File: src/rtl/fifo_wptr_full.sv
// Write-side pointer and flag logic for an asynchronous FIFO.
// Keeps the binary/Gray write pointer and derives full, almost-full, fill level and overflow.
module fifo_wptr_full #(
    parameter int DLY        = 1,
    parameter int ADDR_WIDTH = 4,
    parameter int AF_LEVEL   = 12
) (
    input  logic                  clk_i,
    input  logic                  rst_i,
    input  logic                  wr_en_i,
    input  logic [ADDR_WIDTH:0]   rq2_wptr_i,
    output logic [ADDR_WIDTH-1:0] waddr_o,
    output logic [ADDR_WIDTH:0]   wptr_o,
    output logic                  full_o,
    output logic                  almost_full_o,
    output logic [ADDR_WIDTH:0]   wlevel_o,
    output logic                  overflow_o
);

    localparam int AW = ADDR_WIDTH;
    localparam logic [AW:0] AF_THRESH = AF_LEVEL[AW:0];

    // DLY only shapes register timing in behavioural simulation; this model applies no delay.
    if (DLY < 0) begin : g_dly_invalid
    end

    logic [AW:0] wbin;
    logic [AW:0] wbin_next;
    logic [AW:0] wgray_next;
    logic [AW:0] rbin;
    logic [AW:0] wlevel_next;
    logic        accept;

    assign accept      = wr_en_i & ~full_o;
    assign wbin_next   = wbin + {{AW{1'b0}}, accept};
    assign wgray_next  = wbin_next ^ (wbin_next >> 1);
    assign wlevel_next = wbin_next - rbin;
    assign waddr_o     = wbin[AW-1:0];

    // Gray-to-binary: each binary bit is the XOR of all Gray bits at or above it.
    for (genvar i = 0; i <= AW; i++) begin : g_rbin
        assign rbin[i] = ^(rq2_wptr_i >> i);
    end

    always_ff @(posedge clk_i or posedge rst_i) begin
        if (rst_i) begin
            wbin          <= '0;
            wptr_o        <= '0;
            full_o        <= 1'b0;
            almost_full_o <= 1'b0;
            wlevel_o      <= '0;
            overflow_o    <= 1'b0;
        end else begin
            wbin          <= wbin_next;
            wptr_o        <= wgray_next;
            // Full when the next write pointer is exactly one lap ahead of the read pointer.
            full_o        <= (wgray_next == {~rq2_wptr_i[AW:AW-1], rq2_wptr_i[AW-2:0]});
            almost_full_o <= (wlevel_next >= AF_THRESH);
            wlevel_o      <= wlevel_next;
            overflow_o    <= wr_en_i & full_o;
        end
    end

endmodule

File: config.mk
export PLATFORM = sky130hd
export DESIGN_NAME = fifo_wptr_full
export DESIGN_NICKNAME = d
export VERILOG_FILES = /design/src/rtl/fifo_wptr_full.sv
export SDC_FILE = /design/constraint.sdc
export NUM_CORES = 1
export LEC_CHECK = 0
export ABC_CLOCK_PERIOD_IN_PS = 5750
export CAP_MARGIN = 20
export CORE_ASPECT_RATIO = 0.6
export CORE_MARGIN = 2
export CORE_UTILIZATION = 30
export CTS_CLUSTER_DIAMETER = 30
export CTS_CLUSTER_SIZE = 20
export DETAILED_ROUTE_END_ITERATION = 8
export SETUP_SLACK_MARGIN = 0.1
export SLEW_MARGIN = 20
export SYNTH_ARGS = -nofsm -noshare
export SYNTH_HDL_FRONTEND = slang
export SYNTH_SLANG_ARGS = --single-unit
File: constraint.sdc
create_clock -name clk_i -period 5.75 [get_ports clk_i]
set_input_delay 1.15 -clock clk_i [delete_from_list [all_inputs] [get_ports clk_i]]
set_output_delay 1.15 -clock clk_i [all_outputs]
set_load 0.02 [all_outputs]
==> flow_summary.json, run 1 <==
{
  "status": "completed",
  "cp_num_buf_inv": 2,
  "final_common_cell": "clkdlybuf4s50_1",
  "vias": 637,
  "fp.dieW_um": 75.4,
  "postRouteAntennaNets": 0,
  "critPathMaxFanout": 8,
  "io_buffer_count": 24,
  "crit_start": "rq2_wptr_i[4]",
  "synth.distinct_cells": 24,
  "met1_length_um": 954,
  "grt_max_degree": 18,
  "r2r_slack_ps": 3010,
  "yosysSeqAreaShare_pct": 46.3,
  "cts_made_buffers": 3,
  "leakage_nw": 0.551,
  "worst_pin_slew_ps": 672,
  "avgSynthCellArea_um2": 11.9,
  "rsz0062_at_grt": "false",
  "skew_ps": 1.92,
  "die_h_um": 46.9,
  "drtIter0Drc": 21,
  "ys_ff_latch": 17,
  "h-tree-depth": 1,
  "dr.pass1.iters": 4,
  "clock.fmax_ghz": 0.263,
  "grt_usage_pct": 11.8,
  "antenna_found_initial": 0,
  "wl_met2_um": 708,
  "syn_inst": 77,
  "reg2reg_from": "full_o$_DFF_PP0_",
  "required_ps": 5890,
  "drive_gt1_share_pct": 9.62,
  "post_cts_buffers": 0,
  "viasPerCell": 4.36,
  "final_nets": 119,
  "cap_violations": 0,
  "start_util_pct": 31.8,
  "crit_type": "input port to flop",
  "cts.sinks": 17,
  "path_delay_family": "XOR/XNOR gates",
  "finalPower_mw": 0.904,
  "vdd.ir_drop.worst_mv": 0.257,
  "cts_resized": 0,
  "final_cell_mix": "24 x clkdlybuf4s50_1, 17 x dfrtp_1, 11 x xnor2_1",
  "crit_chain": "clkdlybuf4s50_1 -> xnor2_2 -> xnor2_2 -> xnor2_1 -> ha_1 -> inv_1 -> ha_1 -> a21o_1 -> a21o_1 -> a41oi_1 -> xnor2_1 -> a221o_1",
  "end_kind": "flop",
  "syn_area_um2": 918,
  "clk_pin_slew_worst_paths_ps": 70,
  "finalCriticalPeriod_ps": 3800,
  "avgRoutedWirePerCell_um": 12.3,
  "cts_root_buffer": "clkbuf_8",
  "wl_met3_um": 115,
  "slew_viol_final": 0,
  "antenna_cells": 0,
  "gp_congestion": 0.718,
  "drc": 0,
  "arrival_ps": 3950,
  "fillers": 289,
  "die_area_um2": 3530,
  "hold_violations": 0,
  "min_path_type": "flop to flop",
  "clk-insertion-delay-late_ps": 260,
  "syn2layout_area_growth_pct": 36.5,
  "setup_viol": 0,
  "clockBufferDepth": 2,
  "tritoncts": "yes",
  "routed_wl_um": 1800,
  "setup_tns_ps": 0,
  "yosys_warnings": 0,
  "io_pins": 25,
  "synthesis.nets": 91,
  "hp-start": "full_o$_DFF_PP0_",
  "num_rows": 15,
  "start_kind": "input port",
  "postCtsHoldBufs": 0,
  "finalCritPeriodShare_pct": 66.1,
  "grt_pass1_vias": 594,
  "overflow": 0,
  "p_per_area_nw_per_um2": 721,
  "utilization_pct": 43.4,
  "cp_slowest_stage_delay_ps": 470,
  "dpl.hpwl_um": 1390,
  "grt_first_pass_wirelength_um": 2940,
  "fp.coreArea_um2": 2890,
  "slowest_stage": "clkdlybuf4s50_1",
  "relSlewSlack_pct": 55.1,
  "top_layer_used": "met4"
}
path summary, 6_finish.rpt:
| kind | end | cells past startpoint |
|---|---|---|
| min in group asynchronous | wlevel_o[0]$_DFF_PP0_ | 2 |
| min reg2reg | overflow_o$_DFF_PP0_ | 1 |
| max | almost_full_o$_DFF_PP0_ | 12 |
| max reg2reg | almost_full_o$_DFF_PP0_ | 11 |
| min | overflow_o$_DFF_PP0_ | 1 |
| max in group asynchronous | wlevel_o[4]$_DFF_PP0_ | 2 |
worst register-to-register path: cells and delay by family (launching register included):
kind	cells	cell delay, ps
buf+inv	1	110
flops	1	370
xor+xnor	2	420
compound gates	4	840
simple gates	1	60
fa+ha+maj	3	820
report_power, final:
group / internal (mW) / leakage, nW / switching, mW
Sequential: 0.186 / 0.203 / 0.0281
Combinational: 0.283 / 0.323 / 0.315
Clock: 0.0482 / 0.0255 / 0.0435
Total: 0.518 / 0.551 / 0.386
synth_stat cells:
cell,count,area (um2)
and3_1,1,6.26
maj3_2,1,11.3
nor4b_1,1,8.76
nor2b_1,1,6.26
xnor2_2,4,65.1
xor2_1,7,61.3
a211oi_1,1,7.51
a2111oi_0,1,8.76
nand2_1,1,3.75
a221o_1,1,10.0
ha_1,6,75.1
a21o_1,2,15.0
or3_1,1,6.26
inv_1,8,30.0
dfrtp_1,17,425
xnor2_1,11,96.3
mux2i_1,1,10.0
nand3_1,4,20.0
a21oi_1,3,15.0
and2_1,1,6.26
o211ai_1,1,7.51
clkbuf_1,1,3.75
a41oi_1,1,8.76
a211o_2,1,10.0
routing by layer:
layer	vias up	GRT usage, %
li1	315	-
met1	302	18.0
met2	18	14.8
met3	2	5.36
met4	0	3.16
met5	-	0
flip-flops by register name, indices dropped and copies added (netlist names):
name / flops
full_o: 1
almost_full_o: 1
wbin: 5
wlevel_o: 5
wptr_o: 4
overflow_o: 1
layout make-up:
class / count / area (um2) / area share (%)
Multi-Input combinational cell: 51 / 459 / 36.6
Sequential cell: 17 / 425 / 33.9
Timing Repair Buffer: 24 / 240 / 19.2
Tap cell: 42 / 52.6 / 4.19
Clock buffer: 3 / 41.3 / 3.29
Inverter: 8 / 30.0 / 2.40
Clock inverter: 1 / 5.00 / 0.399
cells by family after synthesis:
| family | after synthesis | share of synthesized area (%) |
|---|---|---|
| DFF | 17 | 46.3 |
| muxes | 1 | 1.09 |
| AOI/OAI and AO/OA | 11 | 8.99 |
| buffers and inverters | 9 | 3.68 |
| adders and majority gates | 7 | 9.40 |
| xor gates and xnor gates | 22 | 24.3 |
| and+or+nand+nor | 10 | 6.27 |
per-stage QoR:
step                hold slack, ps  std cells  setup slack (ps)  instance area [um2]
floorplan                      622         77              2330                  918
CTS                            553        146              1950                 1250
finish                         544        146              1950                 1250
detailed placement             534        142              1680                 1210
global placement               511        142              1730                 1210
global route                   572        146              1800                 1250
No activity file was read; power rests on OpenSTA's default activity.
==> run 2, diff against run 1 <==
--- a/config.mk
+++ b/config.mk
@@ -5,7 +5,7 @@
 export SDC_FILE = /design/constraint.sdc
 export NUM_CORES = 1
 export LEC_CHECK = 0
-export ABC_CLOCK_PERIOD_IN_PS = 5750
+export ABC_CLOCK_PERIOD_IN_PS = 3600
 export CAP_MARGIN = 20
 export CORE_ASPECT_RATIO = 0.6
 export CORE_MARGIN = 2
==> constraint.sdc (replaced) <==
create_clock -name clk_i -period 3.6 [get_ports clk_i]
set_input_delay 0.72 -clock clk_i [delete_from_list [all_inputs] [get_ports clk_i]]
set_output_delay 0.72 -clock clk_i [all_outputs]
set_load 0.02 [all_outputs]
==> run 2 against run 1 <==
- sequential share of layout area is 0.60 points lower
- clock power grew 58%
- sequential power rose by 61%
- non-clock buffer count grew 3
- largest power group unchanged
- highest routed layer unchanged
==> flow_summary.json, run 2 (synthesis results as in run 1) <==
{
  "io_buffer_count": 24,
  "cap_violations": 0,
  "slowest_stage": "clkdlybuf4s50_1",
  "crit_type": "input port to flop",
  "worst_pin_slew_ps": 682,
  "final_common_cell": "clkdlybuf4s50_1",
  "drc": 0,
  "min_path_type": "flop to flop",
  "largest_registers": "wbin (5), wlevel_o (5), wptr_o (4)",
  "dpl.cell_count": 145,
  "dr.pass1.iters": 2,
  "vdd.ir_drop.worst_mv": 0.392,
  "dpl.hpwl_um": 1420,
  "hold_slack_ps": 520,
  "grt_usage_pct": 12.4,
  "cts_made_buffers": 3,
  "tritoncts": "yes",
  "final_cell_mix": "24 x clkdlybuf4s50_1, 17 x dfrtp_1, 11 x xnor2_1",
  "instances_no_fill": 149,
  "gp_congestion": 0.752,
  "clock.fmax_ghz": 0.317,
  "dpl-instance-area_um2": 1230,
  "grt_first_pass_wirelength_um": 3070,
  "drtIter0Drc": 23,
  "cts_root_buffer": "clkbuf_8",
  "drive_gt1_share_pct": 12.1,
  "cp_slowest_stage_delay_ps": 410,
  "antenna_cells": 0,
  "viasPerCell": 4.28,
  "finalCritPeriodShare_pct": 87.6,
  "post_cts_buffers": 0,
  "overflow": 0,
  "syn2layout_area_growth_pct": 39.0,
  "fp.dieW_um": 75.4,
  "setup_tns_ps": 0,
  "relSlewSlack_pct": 54.5,
  "start_kind": "input port",
  "critPathMaxFanout": 6,
  "postCtsHoldBufs": 0,
  "design_area_um2": 1280,
  "p_per_area_nw_per_um2": 1160,
  "end_kind": "flop",
  "fp.coreArea_um2": 2890,
  "place_ws_ps": 188,
  "clk_pin_slew_worst_paths_ps": 70,
  "avgRoutedWirePerCell_um": 12.6,
  "utilization_pct": 44.2,
  "start_util_pct": 31.8,
  "io_pins": 25,
  "h-tree-depth": 1,
  "grt_pass1_vias": 620,
  "crit_chain": "clkdlybuf4s50_1 -> nor2b_1 -> ha_1 -> ha_1 -> xnor2_2 -> inv_1 -> ha_1 -> a21o_1 -> a21o_1 -> a41oi_1 -> xnor2_1 -> a221o_1",
  "setup_viol": 0,
  "die_area_um2": 3530,
  "fillers": 298,
  "final_nets": 122,
  "slew_viol_final": 0,
  "setup_ws_ps": 447,
  "required_ps": 3740,
  "clockBufferDepth": 2,
  "leakage_nw": 0.566,
  "num_rows": 15,
  "vias": 637,
  "antenna_found_initial": 0,
  "hold_violations": 0,
  "cts_resized": 0,
  "arrival_ps": 3290,
  "die_h_um": 46.9,
  "grt_max_degree": 18,
  "cts.sinks": 17,
  "skew_ps": 3.03,
  "clk-insertion-delay-late_ps": 250,
  "finalPower_mw": 1.48,
  "cpMostUsedCell": "ha_1",
  "status": "completed",
  "finalCriticalPeriod_ps": 3150,
  "routed_wl_um": 1880,
  "rsz0062_at_grt": "false",
  "postRouteAntennaNets": 0
}
[run 2: changes by cell type in the layout (fill, tap and decap cells not counted), sizes merged]
cell / change
buf: +3
[run 2: metal layers]
metal,global-route usage (%),share of wire [%],up-vias
met5,0,0,-
met4,3.16,0.43,0
met3,5.58,5.3,2
met2,16.5,40,14
met1,18.1,54,302
li1,-,-,319
[run 2: worst max-delay path, delay by kind of cell]
| family | cells | cell delay (ps) |
|---|---|---|
| fa+ha+maj | 3 | 810 |
| xor+xnor | 2 | 310 |
| compound gates | 4 | 820 |
| simple gates | 1 | 140 |
| buf+inv | 2 | 490 |
[run 2: area by class of cell]
| cell class | instances | area [um2] | area share, % |
|---|---|---|---|
| repair buffers | 27 | 263 | 20.6 |
| clock buffers | 3 | 41.3 | 3.24 |
| inverters | 8 | 30.0 | 2.35 |
| clock inverters | 1 | 5.00 | 0.392 |
| multi-input cells | 51 | 459 | 36.0 |
| well taps | 42 | 52.6 | 4.12 |
| flip-flops and latches | 17 | 425 | 33.3 |
[run 2: worst paths after layout]
path | start | slack (ps) | to | depth (start not counted)
min in group asynchronous | rst_i | 880 | wlevel_o[0]$_DFF_PP0_ | 2
hold / removal | full_o$_DFF_PP0_ | 520 | overflow_o$_DFF_PP0_ | 1
setup / recovery | wr_en_i | 450 | almost_full_o$_DFF_PP0_ | 12
hold reg to reg | full_o$_DFF_PP0_ | 520 | overflow_o$_DFF_PP0_ | 1
max in group asynchronous | rst_i | 2280 | wptr_o[3]$_DFF_PP0_ | 2
setup reg to reg | full_o$_DFF_PP0_ | 1000 | almost_full_o$_DFF_PP0_ | 11
[run 2: where the power goes]
group	switching [mW]	internal [mW]	total, mW
Sequential	0.0476	0.297	0.345
Clock	0.0686	0.0769	0.145
Combinational	0.513	0.477	0.990
==> RTL change (settings of run 2) <==
`ADDR_WIDTH`: 4 -> 6.
--- a/src/rtl/fifo_wptr_full.sv
+++ b/src/rtl/fifo_wptr_full.sv
@@ -2,7 +2,7 @@
 // Keeps the binary/Gray write pointer and derives full, almost-full, fill level and overflow.
 module fifo_wptr_full #(
     parameter int DLY        = 1,
-    parameter int ADDR_WIDTH = 4,
+    parameter int ADDR_WIDTH = 6,
     parameter int AF_LEVEL   = 12
 ) (
     input  logic                  clk_i,
Interface: changed (resized rq2_wptr_i, waddr_o, wlevel_o and wptr_o); port bits go from 25 to 33. No check against the original RTL was run, so the function may have changed too.
==> RTL change against run 2 <==
Count of clock-buffer cells in the layout did not move. Worst setup slack got worse by 0.25 ns. Design area rose by 65%. Synthesized area rose by 43%. Total power rose by 54%. Synthesized cell count rose by 57%. First-iteration DRC count rose by 100%. Die area rose by 40%. Routed wire length rose by 70%. Clock power rose by 11%. Critical path depth rose by 1. Sequential cell count rose by 6. Sequential share of layout area fell by 6.0 points. Largest cell class unchanged.
==> RTL change: results (changes against run 2) <==
Status
  • Run status: finished, final reports clean

Critical path
  • Slowest stage delay, CP: 0.47 ns (+0.06 ns)
  • Crit Path Max Fanout: 2 (-4)
  • CP arrival: 3.55 ns (+0.26 ns)
  • Worst r2r path cells: 12 (+1)
  • Critical path's top delay family: simple AND/OR/NAND/NOR gates
  • Kind of critical path: in2reg
  • Slowest cell on the critical path: clkdlybuf4s50_1

Detailed routing
  • Detailed-route wire length: 3187 µm (+70%)
  • Detailed Routing Iterations Pass 1: 4 (+2)
  • Violation count after the first detailed-route iteration: 47 (+100%)
  • Via Count: 1,086 (+70%)

Yosys
  • Mux share of post-synthesis cell area: 0% (-1.1 points)
  • Syn avg cell area: 10.89 µm² (-8.7%)
  • Synth area leaders: dfrtp_1 44%, xnor2_1 11%, xor2_1 7.3%, ha_1 5.7%, inv_1 4.0%
  • Register area share after synthesis: 43.68% (-2.6 points)
  • Complex-gate fraction of the synthesized area: 9.307% (+0.31 points)
  • Post-synth ARST share: 100.0% (unchanged)
  • Mapped Nets: 138 (+52%)
  • Synth cell count leaders: 23 x dfrtp_1, 17 x xnor2_1, 14 x inv_1
  • Distinct cells, synth: 32 (+33%)
  • Adder-Cell Fraction of Synth Area: 7.217% (-2.2 points)
  • Synth Area in XOR/XNOR: 26.21% (+2.0 points)
  • Synth warnings: 0 (unchanged)

Layout
  • Fill count: 392 (+32%)
  • Non-filler instance count after layout: 248 (+66%)
  • Share of layout cells above drive strength 1: 34.04% (+22 points)
  • Top flop regs: wbin (7), wlevel_o (7), wptr_o (6)
  • Layout net count: 206 (+69%)
  • Ant. Diodes: 0 (unchanged)

Place
  • Gpl congestion: 0.7711 (+2.5%)
  • DPL Wire Length: 2477 µm (+75%)
  • Port-buffer cells: 32 (+33%)
  • DP Cell Count: 238 (+64%)
  • Dpl cell area: 1931 µm² (+57%)
  • Dpl ws: -0.5266 ns (-0.7146 ns)

Clocking
  • Worst skew pair latency: 0.26 ns
  • H-tree depth: 1 (unchanged)
  • Clock transition at the registers of the reported paths: 0.08 ns
  • TritonCTS buffer count: 3 (unchanged)
  • CTS root buffer: clkbuf_8
  • Clock Path Buffers: 2 (unchanged)

STA
  • Worst setup margin: 0.1965 ns (-0.2503 ns)
  • Worst-margin pin slew: 0.8984 ns (+0.2167 ns)
  • Clock skew: 0.002471 ns (-0.0005581 ns)

Global routing
  • First-pass GRT wire length: 5271 µm (+72%)
  • Initial antenna violation count: 0 (unchanged)
  • Pin count of the biggest net entering global routing: 24 (+6)
  • All-Layer GR Usage: 13.84% (+1.5 points)
  • Vias in the first global route: 1,085 (+75%)

Min path
  • Hold path depth: 1 (unchanged)
  • Worst Hold Class: reg2reg

Power
  • Peak supply drop: 0.3635 mV (-7.4%)
  • LEAKAGE: 0.9284 nW (+64%)
## RTL change: worst reg2reg max path: cells and delay by family, from the launching register on
kind	cells	cell delay, ns
compound gates	2	0.33
xor+xnor	2	0.34
fa+ha+maj	2	0.40
buf+inv	1	0.07
flops	1	0.41
simple gates	5	1.20
## RTL change: layout make-up
class,count,area share (%)
Tap cell,60,3.567
Sequential cell,23,27.35
Clock buffer,3,1.962
Multi-Input combinational cell,82,38.05
Clock inverter,1,0.2378
Inverter,15,2.675
Timing Repair Buffer,64,26.16
## RTL change: final timing paths
kind	from	slack (ns)	endpoint
hold reg to reg	full_o	0.54	overflow_o
min in group asynchronous	rst_i	0.95	wlevel_o[1]
setup / recovery	wr_en_i	0.20	almost_full_o
setup reg to reg	full_o	0.74	almost_full_o
max in group asynchronous	rst_i	2.10	wbin[4]
hold / removal	full_o	0.54	overflow_o
## RTL change: power breakdown
group | total [W] | switching [W] | internal, W
clock | 0.000161 | 0.0000839 | 0.0000773
combinational | 0.00165 | 0.000795 | 0.000858
sequential | 0.000470 | 0.0000807 | 0.000389
total | 0.00228 | 0.000960 | 0.00132
## RTL change: per-stage QoR
step	TNS (ns)	utilization, %	power [W]
finish	0	50.51	0.002284
global route	0	50.51	0.002475
floorplan	-0.05297	-	0.001345
CTS	0	48.02	0.002180
global placement	-0.4760	46.34	0.001936
detailed placement	-0.6429	46.34	0.001963
## RTL change: timing repair
item	4_1_cts	5_1_grt
cloned	0	0
buffers inserted	2	4
endpoints found under the setup margin	1	1
resized for setup	16	22
pin swaps	11	18
## RTL change: logic make-up after synthesis
| group | Yosys count |
|---|---|
| buffers and inverters | 16 |
| adder cells (fa/ha/maj) | 7 |
| XOR/XNOR | 33 |
| AND/OR/NAND/NOR | 24 |
| AO/OA/AOI/OAI | 18 |
| flip-flops | 23 |
## RTL change: per-layer routing
| layer | vias up | global-route usage (%) | routed length (µm) |
|---|---|---|---|
| li1 | 532 | - | - |
| met1 | 520 | 20.62 | 1629 |
| met2 | 32 | 19.43 | 1356 |
| met3 | 2 | 3.737 | 174 |
| met4 | 0 | 4.051 | 27 |
| met5 | - | 0 | 0 |
